===== config.mk =====
export PLATFORM = sky130hd
export DESIGN_NAME = coin_acceptor
export DESIGN_NICKNAME = d
export VERILOG_FILES = /design/src/rtl/vend_pkg.sv /design/src/rtl/coin_debounce.sv /design/src/rtl/coin_acceptor.sv
export SDC_FILE = /design/constraint.sdc
export NUM_CORES = 1
export LEC_CHECK = 0
export CORE_ASPECT_RATIO = 0.75
export CORE_MARGIN = 2
export CORE_UTILIZATION = 58
export CTS_CLUSTER_DIAMETER = 50
export DETAILED_ROUTE_END_ITERATION = 16
export GPL_TIMING_DRIVEN = 0
export PLACE_DENSITY = 0.85
export REMOVE_ABC_BUFFERS = 1
export SYNTH_ARGS = -nofsm -noshare
export SYNTH_HDL_FRONTEND = slang
export SYNTH_SLANG_ARGS = --single-unit

===== constraint.sdc =====
create_clock -name clk -period 5.8 [get_ports clk]
set_input_delay 0.87 -clock clk [delete_from_list [all_inputs] [get_ports clk]]
set_output_delay 0.87 -clock clk [all_outputs]
set_load 0.03 [all_outputs]

===== src/rtl/vend_pkg.sv =====
// Shared vending-machine types and constants.
// Coin denominations, state encodings and default pricing.
package vend_pkg;

  typedef enum logic [1:0] {
    IDLE    = 2'b00,
    COLLECT = 2'b01,
    READY   = 2'b10,
    REFUND  = 2'b11
  } state_t;

  localparam logic [1:0] CODE_INV = 2'b00;
  localparam logic [1:0] CODE_5   = 2'b01;
  localparam logic [1:0] CODE_10  = 2'b10;
  localparam logic [1:0] CODE_25  = 2'b11;

  localparam logic [4:0] CENTS_5  = 5'd5;
  localparam logic [4:0] CENTS_10 = 5'd10;
  localparam logic [4:0] CENTS_25 = 5'd25;

  localparam int DEF_PRICE      = 75;
  localparam int DEF_MAX_CREDIT = 200;

  function automatic logic [4:0] coin_cents(input logic [1:0] code);
    logic [4:0] c;
    case (code)
      CODE_5:  c = CENTS_5;
      CODE_10: c = CENTS_10;
      CODE_25: c = CENTS_25;
      default: c = 5'd0;
    endcase
    return c;
  endfunction

endpackage


===== src/rtl/coin_debounce.sv =====
// Slot sensor synchronizer and debouncer.
// One registered accept pulse per stable high; re-arms after stable low.
module coin_debounce #(
  parameter int CYCLES = 4
) (
  input  logic clk,
  input  logic rst,
  input  logic coin_raw,
  output logic accept
);

  localparam int CW = $clog2(CYCLES + 1);
  localparam logic [CW-1:0] LAST = CW'(CYCLES - 1);

  logic          s1;
  logic          s2;
  logic          armed;
  logic [CW-1:0] cnt;

  // Armed: count 1s to fire. Disarmed: count 0s to re-arm.
  always_ff @(posedge clk or negedge rst) begin
    if (!rst) begin
      s1     <= 1'b0;
      s2     <= 1'b0;
      armed  <= 1'b0;
      cnt    <= '0;
      accept <= 1'b0;
    end else begin
      s1     <= coin_raw;
      s2     <= s1;
      accept <= 1'b0;
      if (s2 == armed) begin
        if (cnt == LAST) begin
          cnt    <= '0;
          armed  <= ~armed;
          accept <= armed;
        end else begin
          cnt <= cnt + CW'(1);
        end
      end else begin
        cnt <= '0;
      end
    end
  end

endmodule


===== src/rtl/coin_acceptor.sv =====
// Coin acceptor front end: debounce, credit, price check, refunds.
// Feeds clean coin/check pulses to the downstream vend FSM.
module coin_acceptor
  import vend_pkg::*;
#(
  parameter int DEBOUNCE_CYCLES = 4,
  parameter int PRICE           = DEF_PRICE,
  parameter int MAX_CREDIT      = DEF_MAX_CREDIT,
  parameter int CREDIT_W        = 8
) (
  input  logic                clk,
  input  logic                rst,
  input  logic                coin_raw,
  input  logic [1:0]          coin_val,
  input  logic                cancel,
  input  logic                vend_done,
  output logic                coin,
  output logic                check,
  output logic                reject,
  output logic [CREDIT_W-1:0] credit,
  output logic                refund,
  output logic [CREDIT_W-1:0] refund_amt
);

  localparam int W = CREDIT_W;
  localparam logic [W:0]   PRICE_X = (W+1)'(PRICE);
  localparam logic [W:0]   MAX_X   = (W+1)'(MAX_CREDIT);
  localparam logic [W-1:0] PRICE_W = W'(PRICE);

  logic         accept;
  state_t       state;
  state_t       state_n;
  logic [W-1:0] credit_n;
  logic [W-1:0] amt_n;
  logic         coin_n;
  logic         check_n;
  logic         reject_n;
  logic         refund_n;
  logic [W:0]   val;
  logic [W:0]   sum;
  logic         ok;

  coin_debounce #(
    .CYCLES (DEBOUNCE_CYCLES)
  ) u_deb (
    .clk      (clk),
    .rst      (rst),
    .coin_raw (coin_raw),
    .accept   (accept)
  );

  // Extra bit keeps an overflowing sum visible to the ceiling check.
  assign val = (W+1)'(coin_cents(coin_val));
  assign sum = {1'b0, credit} + val;
  assign ok  = (coin_val != CODE_INV) && (sum <= MAX_X) && !cancel;

  // Next state, next credit and next pulse outputs.
  always_comb begin
    state_n  = state;
    credit_n = credit;
    amt_n    = '0;
    coin_n   = 1'b0;
    check_n  = 1'b0;
    reject_n = 1'b0;
    refund_n = 1'b0;
    unique case (state)
      IDLE, COLLECT: begin
        if (accept) begin
          if (ok) begin
            coin_n   = 1'b1;
            credit_n = sum[W-1:0];
            if (sum >= PRICE_X) begin
              check_n = 1'b1;
              state_n = READY;
            end else begin
              state_n = COLLECT;
            end
          end else begin
            reject_n = 1'b1;
          end
        end
        if (state == COLLECT && cancel) begin
          state_n  = REFUND;
          refund_n = 1'b1;
          amt_n    = credit;
          credit_n = '0;
        end
      end
      READY: begin
        reject_n = accept;
        if (vend_done) begin
          credit_n = '0;
          if (credit > PRICE_W) begin
            state_n  = REFUND;
            refund_n = 1'b1;
            amt_n    = credit - PRICE_W;
          end else begin
            state_n = IDLE;
          end
        end
      end
      REFUND: begin
        reject_n = accept;
        state_n  = IDLE;
      end
      default: state_n = IDLE;
    endcase
  end

  // State, credit and all outputs are registered.
  always_ff @(posedge clk or negedge rst) begin
    if (!rst) begin
      state      <= IDLE;
      credit     <= '0;
      refund_amt <= '0;
      coin       <= 1'b0;
      check      <= 1'b0;
      reject     <= 1'b0;
      refund     <= 1'b0;
    end else begin
      state      <= state_n;
      credit     <= credit_n;
      refund_amt <= amt_n;
      coin       <= coin_n;
      check      <= check_n;
      reject     <= reject_n;
      refund     <= refund_n;
    end
  end

endmodule


==> results summary, run 1 <==
The y dimension of the die came out at 52.7 um. The layout has 213 filler cells. Sequential cells were found to cover 39.5% of the synthesized design area. The gate family responsible for the most delay along the worst path is simple AND/OR/NAND/NOR gates. The maximum single-stage delay on the critical path is 0.49 ns. The final RePlAce weighted congestion is 0.888. The post-cts sizing count is 0. The synthesized design contains 0 enable-type register cells.

In this run the static leakage power is 0.913 nW. Buffers inserted to repair hold after CTS numbered 0. The clock sink count is 29.

Dividing the detail-routed via count by the number of cells gives 6.55. The path with the worst hold slack has its endpoint at u_deb.s2$_DFF_PN0_. After the first detailed-routing iteration, the DRC count stood at 209.

The CTS tree is done. The number of optimization iterations in the first detailed-route pass is 5. The layout net count is 238.

Setup repair after global routing left no endpoint under its margin. Of the total power, the share spent switching nets is 39.7%. The reported net switching power is 0.289 mW.

The global routing usage summed across all routing layers is 29.0%. Across the VDD grid, the largest voltage drop is 242 uV. The number of clock buffers inserted by TritonCTS is 5. The total DRC errors in the routed layout came out at 0. The utilization after layout is 73.5%. The startpoint identified for the worst register-to-register timing path is credit[0]$_DFFE_PN0P_. Detailed placement ended at an HPWL of 3440 um. The area of all sequential standard cells came out at 726 sq um. The maximum root-to-sink buffer count is 2.

The number of top-level pins came out at 27. The power share of the sequential group came out at 37.4%. The final setup violation count came out at 0.

The total placed instance area is 2110 sq um. In this run the core area contains 17 standard-cell rows. The tree is rooted in a clkbuf_8. The startpoint of the worst setup timing path is coin_val[0]. The width of the die came out at 69.0 um. Once the clock tree was built, the setup fixing pass inserted 0 buffers. The remaining global-route overflow is 0. The buffer and inverter count on the worst path is 1. The worst path arrival time came out at 3.95 ns. The distinct cell type count after synthesis is 53.

The run finished with clean final reports. Yosys attributes the largest share of cell area to dfrtp_1, ha_1, nor2_1, o21ai_0, nand3_1. The cell depth of the worst min-delay path came out at 0.

The worst-path maximum fanout is 7. The post-placement worst setup slack is 1.82 ns. The setup total negative slack came out at 0 ns. The top achievable clock speed is 266 MHz. The maximum level of the CTS H-tree came out at 2. For this run, asynchronously set or reset flops after synthesis account for 100%. The clock latency of the later-clocked register in the worst-skew pair is 0.28 ns. Entering global routing, the biggest net connects 30 pins. The total die area is 3640 sq um. Once the floorplan was initialized, standard cells occupied 61.6% of the core.

In the post-route analysis, the smallest setup slack over all paths is 2.03 ns. The post-detailed-route count of antenna-violating nets is 0. The number of storage elements in the synthesis netlist came out at 29. The pin slew with the least headroom to its limit is 1.07 ns.

Relative to the synthesized area, the layout overhead comes to 19.3%. The share of final-layout standard cells stronger than drive strength 1 is 9.87%. The final number of hold-violating endpoints came out at 0. The wire length of the first global-routing pass is 7630 um. The hold path startpoint is u_deb.s1$_DFF_PN0_. In this run the tightest slew margin relative to its limit is 28.0%.

The number of max-slew violations in the final report came out at 0. The capture point of the worst reg-to-reg path is credit[2]$_DFFE_PN0P_. The worst path needs 3.77 ns of the cycle, external delays included. In this run the biggest area consumer among cell types represents 39.5% of the synthesized area.

The total area of multi-input combinational cells is 1020 sq um. The post-synth design cell area came out at 1840 sq um. During synthesis, Yosys emitted a total of 0 warnings. The count of buffers inserted at the top-level ports is 26. The via count of the first global-routing pass is 1597. The minimum setup slack among reg-to-reg paths is 2.69 ns. The sum of routed wire length over all layers came out at 4580 um. The routed via count came out at 1709. With fillers left out, the area of the finished cells amounts to 2190 sq um. The fraction of power consumed by the clock network is 22.5%. The critical path goes through clkdlybuf4s50_1 -> ha_1 -> fa_1 -> a211oi_4 -> or2_2 -> a211oi_1 -> nor3_1 -> and3_1 -> nand2_4 -> o32ai_2.

The part of the power in combinational logic is 40.1%. The final antenna diode count is 0. The initial antenna violation count came out at 0.

The post-detailed-route wirelength per cell is 17.6 um. The clock tree skew after final layout came out at 0.00849 ns. The clock-pin transition on the worst setup and hold timing paths came out at 0.06 ns. The fraction of the cycle the final worst path needs is 64.9%.

STA classifies the critical path startpoint as a primary input. For this design, the slowest cell found on the critical path is fa_1. The min-delay analysis places its worst path in the category reg -> reg. Dividing total power by cell area gives a power density of 333 nW/um^2.

The required time reported for the critical path endpoint is 5.98 ns. The number of maximum-capacitance constraint violations is 0. Measured in cells, the most critical reg-to-reg path has a length of 9. In the synthesized netlist the dominant register cell turns out to be dfrtp_1. The worst setup path is captured at a flip-flop. The internal cell power came out at 0.439 mW.

The type of the worst setup path is in -> reg. The core region is 2980 sq um. Counting every instance in the synthesized netlist gives 196. The largest total area in the synthesized netlist belongs to dfrtp_1.

The mean instance size in the synthesized netlist is 9.36 sq um.
[worst reg2reg max path, cell delays in order, from the launching register on]
cell and delay, ns:
dfrtp_1 0.44, ha_1 0.27, fa_1 0.49, a211oi_4 0.36, or2_2 0.20, a211oi_1 0.08
nor3_1 0.31, and3_1 0.41, nand2_4 0.15, o32ai_2 0.30
[layout make-up]
cell class	instances	area share (%)
Timing Repair Buffer	26	11.7
Multi-Input combinational cell	147	46.7
Sequential cell	29	33.1
Inverter	14	2.40
Clock buffer	7	3.94
Tap cell	38	2.17
[layout by cell type (no fill, tap or decap), types with 2 or more instances in the layout]
| master | synthesis | final |
|---|---|---|
| o22ai_1 | 3 | 3 |
| nand2b_1 | 4 | 4 |
| and3_1 | 2 | 2 |
| nor4_1 | 2 | 2 |
| a32oi_1 | 3 | 3 |
| inv_1 | 14 | 14 |
| clkdlybuf4s50_1 | 0 | 25 |
| ha_1 | 7 | 7 |
| o21ai_1 | 4 | 4 |
| a21o_1 | 4 | 4 |
| a211oi_1 | 3 | 3 |
| clkbuf_8 | 0 | 6 |
| a31oi_1 | 5 | 5 |
| nor2b_1 | 4 | 4 |
| xnor2_1 | 3 | 3 |
| nor3b_1 | 2 | 2 |
| nor2_1 | 20 | 20 |
| a21oi_1 | 9 | 9 |
| nand3_1 | 11 | 11 |
| nand2_1 | 10 | 10 |
| o211ai_1 | 3 | 3 |
| o21ai_0 | 15 | 15 |
| nor3_1 | 5 | 5 |
| dfrtp_1 | 29 | 29 |
[sequential cells by signal (all words and copies together) (netlist names)]
signal	cells
credit	8
refund_amt	8
u_deb.cnt	3
state	2
check	1
coin	1
refund	1
reject	1
u_deb.accept	1
u_deb.armed	1
u_deb.s1	1
u_deb.s2	1
[metal layers]
layer / part of all wire (%) / track usage [%] / up-vias / wire [um]
li1: - / - / 776 / -
met4: 1.4 / 9.48 / 0 / 64
met5: 0 / 0 / - / 0
met3: 9.4 / 7.74 / 13 / 432
met2: 45 / 44.4 / 110 / 2080
met1: 44 / 39.8 / 810 / 2010
[through the flow]
stage                     hold WS (ns)  std cells  power (mW)
after floorplan                  0.331        190       0.468
after global placement           0.332        254       0.547
after detailed placement         0.337        254       0.562
after CTS                        0.349        261       0.726
after global routing             0.358        261       0.771
final                            0.347        261       0.729
[cells by family after synthesis]
group                    synth area share [%]
XOR/XNOR                                 1.91
AND/OR/NAND/NOR                          19.1
flip-flops                               39.5
buffers and inverters                    4.77
AO/OA/AOI/OAI                            28.8
adder cells (fa/ha/maj)                  5.86
[synthesized netlist by cell type (2+ instances only)]
library cell  number
a211oi_1           3
a21o_1             4
a21oi_1            9
a31oi_1            5
a32oi_1            3
and3_1             2
buf_2              4
dfrtp_1           29
ha_1               7
inv_1             14
nand2_1           10
nand2b_1           4
nand3_1           11
nor2_1            20
nor2b_1            4
nor3_1             5
nor3b_1            2
nor4_1             2
o211ai_1           3
o21ai_0           15
o21ai_1            4
o22ai_1            3
xnor2_1            3
[worst max path at each step]
stage	slack, ns	to	cells past startpoint
2_1_floorplan	2.63	state[1]$_DFFE_PN0P_	9
5_1_grt	1.89	credit[4]$_DFFE_PN0P_	10
3_3_place_gp	1.90	state[1]$_DFFE_PN0P_	10
6_report	2.03	credit[2]$_DFFE_PN0P_	10
4_1_cts	2.10	credit[2]$_DFFE_PN0P_	10
3_5_place_dp	1.82	credit[2]$_DFFE_PN0P_	10
[power by group through the flow]
stage                     Combinational (mW)  Sequential, mW  Clock (mW)
after floorplan                        0.166           0.302           0
after global placement                 0.276           0.271           0
after detailed placement               0.288           0.274           0
after CTS                              0.290           0.270       0.166
after global routing                   0.320           0.276       0.176
final                                  0.292           0.272       0.164
No activity file was read; power rests on OpenSTA's default activity.
==> inputs of run 2 (changes only) <==
CORE_UTILIZATION = 54   (was 58)
PLACE_DENSITY = 0.79   (was 0.85)
clock period = 3.77 ns   (was 5.8 ns; I/O delays follow)
==> run 2 against run 1 <==
Against the previous run: final area is 0.80% higher; flip-flop and latch count is the same; die area up 6.9%; combinational power is 55% higher; routed wire length fell by 3.5%; sequential share of layout area is 0.26 points lower; critical path depth unchanged; count of clock-buffer cells in the layout stayed put; highest routed layer unchanged; non-clock buffer count unchanged; clock skew is 0.0045 ns lower; cell count is 1.1% higher; worst hold slack got worse by 0.042 ns.
==> results summary, run 2 (synthesis gave the netlist of run 1 again) <==
The total area of multi-input combinational cells is 1020 sq um. Once the floorplan was initialized, standard cells occupied 56.2% of the core. The tightest min-delay check is of the in -> async type. After global routing, the most crowded layer is met2.

Dividing the detail-routed wire length by the instance count gives 16.8 um. The post-placement worst setup slack came out at 0.129 ns. The largest individual stage delay along the critical path comes from the cell clkdlybuf4s50_1. The number of optimization iterations in the first detailed-route pass came out at 5.

The sum of routed wire length over all layers came out at 4420 um. The final layout contains 238 nets. The maximum root-to-sink buffer count is 2. Setup repair after global routing left no endpoint under its margin. The worst setup path is captured at a flip-flop. In the routed design, unresolved DRC markers number 0. The buffers inserted during post-CTS setup optimization came out at 0.

The maximum single-stage delay on the critical path came out at 0.50 ns. Across all layers, the routed design uses 1638 vias. Walking the worst path, the cells encountered are clkdlybuf4s50_1 -> ha_1 -> fa_1 -> a211oi_4 -> or2_2 -> a211oi_1 -> nor3_1 -> a21oi_1 -> nor3_4 -> o221ai_2. The final setup violation count came out at 0. The core area came out at 3270 sq um. The number of filler cells placed in the layout came out at 249. The number of top-level pins is 27. The via count of the first global-routing pass is 1483.

The DRC violation total after the first TritonRoute iteration came out at 139. The flow ran to the end, and the final reports show no timing, DRC or antenna violations. Broken down by cell family, the worst path's largest delay share belongs to simple AND/OR/NAND/NOR gates. The minimum setup slack among reg-to-reg paths came out at 0.70 ns. Leaving out fill and tap cells, the most frequent cell in the layout is dfrtp_1. Between clock sinks in the finished design, the worst skew comes to 0.00400 ns.

Registers take 726 sq um. Gates resized during post-CTS repair numbered 0. The post-layout instance count excluding filler cells is 264. For this design the static power due to leakage is 0.923 nW. The maximum number of pins on one net before global-route repair came out at 30. The setup total negative slack is 0 ns. The wire length of the first global-routing pass came out at 7040 um. The final antenna diode count is 0.

At the worst endpoint, the required time is 3.90 ns. In the final layout, the registers with the most flip-flops are credit: 8 flops, refund_amt: 8 flops, u_deb.cnt: 3 flops. The fraction of the cycle the final worst path needs came out at 91.2%. In this run, placement finished with an instance count of 256. At the end of the flow the core is filled with cells to 67.6%. Power spread over the standard cell area amounts to 521 nW/um^2.

The total die area is 3890 sq um. The number of buffers and inverters on the critical path is 1. The met2 usage in global routing came out at 36.7%.

In this run the critical register-to-register path is captured at credit[7]$_DFFE_PN0P_. The critical path is of the in -> reg type. The detailed placement HPWL came out at 3270 um. The count of buffers inserted at the top-level ports came out at 26. The startpoint type of the worst setup path is a primary input. The number of clock buffers inserted by TritonCTS is 5.

Summed over all layers, the global routing overflow is 0. The maximum level of the CTS H-tree is 2. The met1 usage is 33.6%. The y dimension of the die came out at 54.5 um. The final number of hold-violating endpoints is 0.

After clock tree synthesis, the clock-pin slew on the worst setup and hold paths is 0.06 ns. The worst vdd rail ir drop is 418 uV. For the pin with the worst max-slew slack, the measured transition is 0.993 ns.

The shortest period the worst path allows came out at 3.44 ns. The total number of placement rows is 18. The worst slew margin relative to its limit is 33.2%. The worst path meets setup with 0.330 ns of slack. The number of max-slew violations in the final report is 0. The number of hold buffers added after cts came out at 0. The share of final-layout standard cells stronger than drive strength 1 came out at 10.7%.

The clock sink count is 29. The width of the die came out at 71.3 um. Once detail routing completed, the nets flagged for antenna violations numbered 0. The top achievable clock speed came out at 291 MHz. Clock latency on the worst-skew pair, taken at its later pin, is 0.28 ns. Dividing the detail-routed via count by the number of cells gives 6.20.

Global routing used 23.8% of the available tracks across all layers. The area growth from synthesis to layout is 20.2%. The number of cells on the worst reg-to-reg path is 9.

The worst path arrival time came out at 3.57 ns. In the layout the commonest cells are dfrtp_1, clkdlybuf4s50_1, nor2_1, o21ai_0, inv_1. The worst-path maximum fanout came out at 8.

The number of maximum-capacitance constraint violations is 0. TritonCTS built the clock tree. The beginning of the worst register-to-register path is credit[0]$_DFFE_PN0P_. The root buffer cell is clkbuf_8.

Tracing the worst setup path back leads to its startpoint at coin_val[0]. The met3 capacity usage during global routing is 6.08%. The initial antenna violation count is 0. At the end of routability-driven placement, the weighted congestion stood at 0.866.
[run 2: worst max path at each step]
| stage | endpoint | slack, ns | cells after the start |
|---|---|---|---|
| 2_1_floorplan | state[1]$_DFFE_PN0P_ | 0.90 | 9 |
| 3_3_place_gp | credit[7]$_DFFE_PN0P_ | 0.16 | 10 |
| 3_5_place_dp | state[1]$_DFFE_PN0P_ | 0.13 | 10 |
| 4_1_cts | credit[7]$_DFFE_PN0P_ | 0.39 | 10 |
| 5_1_grt | credit[3]$_DFFE_PN0P_ | 0.14 | 10 |
| 6_report | credit[7]$_DFFE_PN0P_ | 0.33 | 10 |
[run 2: final cells by class]
cell class,instances,share of cell area (%)
timing repair buffer,26,11.6
clock inverter,1,0.227
multi-input combinational,147,46.3
clock buffer,7,4.37
sequential,29,32.9
inverter,14,2.38
tap,40,2.27
[run 2: per-stage QoR]
step	hold WS [ns]	power [mW]	area, sq um
after global placement	0.343	0.844	2110
after detailed placement	0.336	0.864	2110
after global routing	0.351	1.21	2210
final	0.305	1.15	2210
after floorplan	0.270	0.720	1800
after CTS	0.363	1.15	2210
[run 2: routing by layer]
layer,vias to the layer above,wire [um]
met1,766,2060
met5,-,0
met4,0,25
met3,4,377
li1,776,-
met2,92,1960
[run 2: power by group]
group | internal [mW] | switching, mW
combinational | 0.169 | 0.285
clock | 0.165 | 0.112
sequential | 0.363 | 0.0560
[run 2: worst reg2reg max path, cell delays in order, from the launching register on]
cell	delay (ns)
dfrtp_1	0.45
ha_1	0.27
fa_1	0.50
a211oi_4	0.35
or2_2	0.20
a211oi_1	0.08
nor3_1	0.30
a21oi_1	0.18
nor3_4	0.42
o221ai_2	0.19
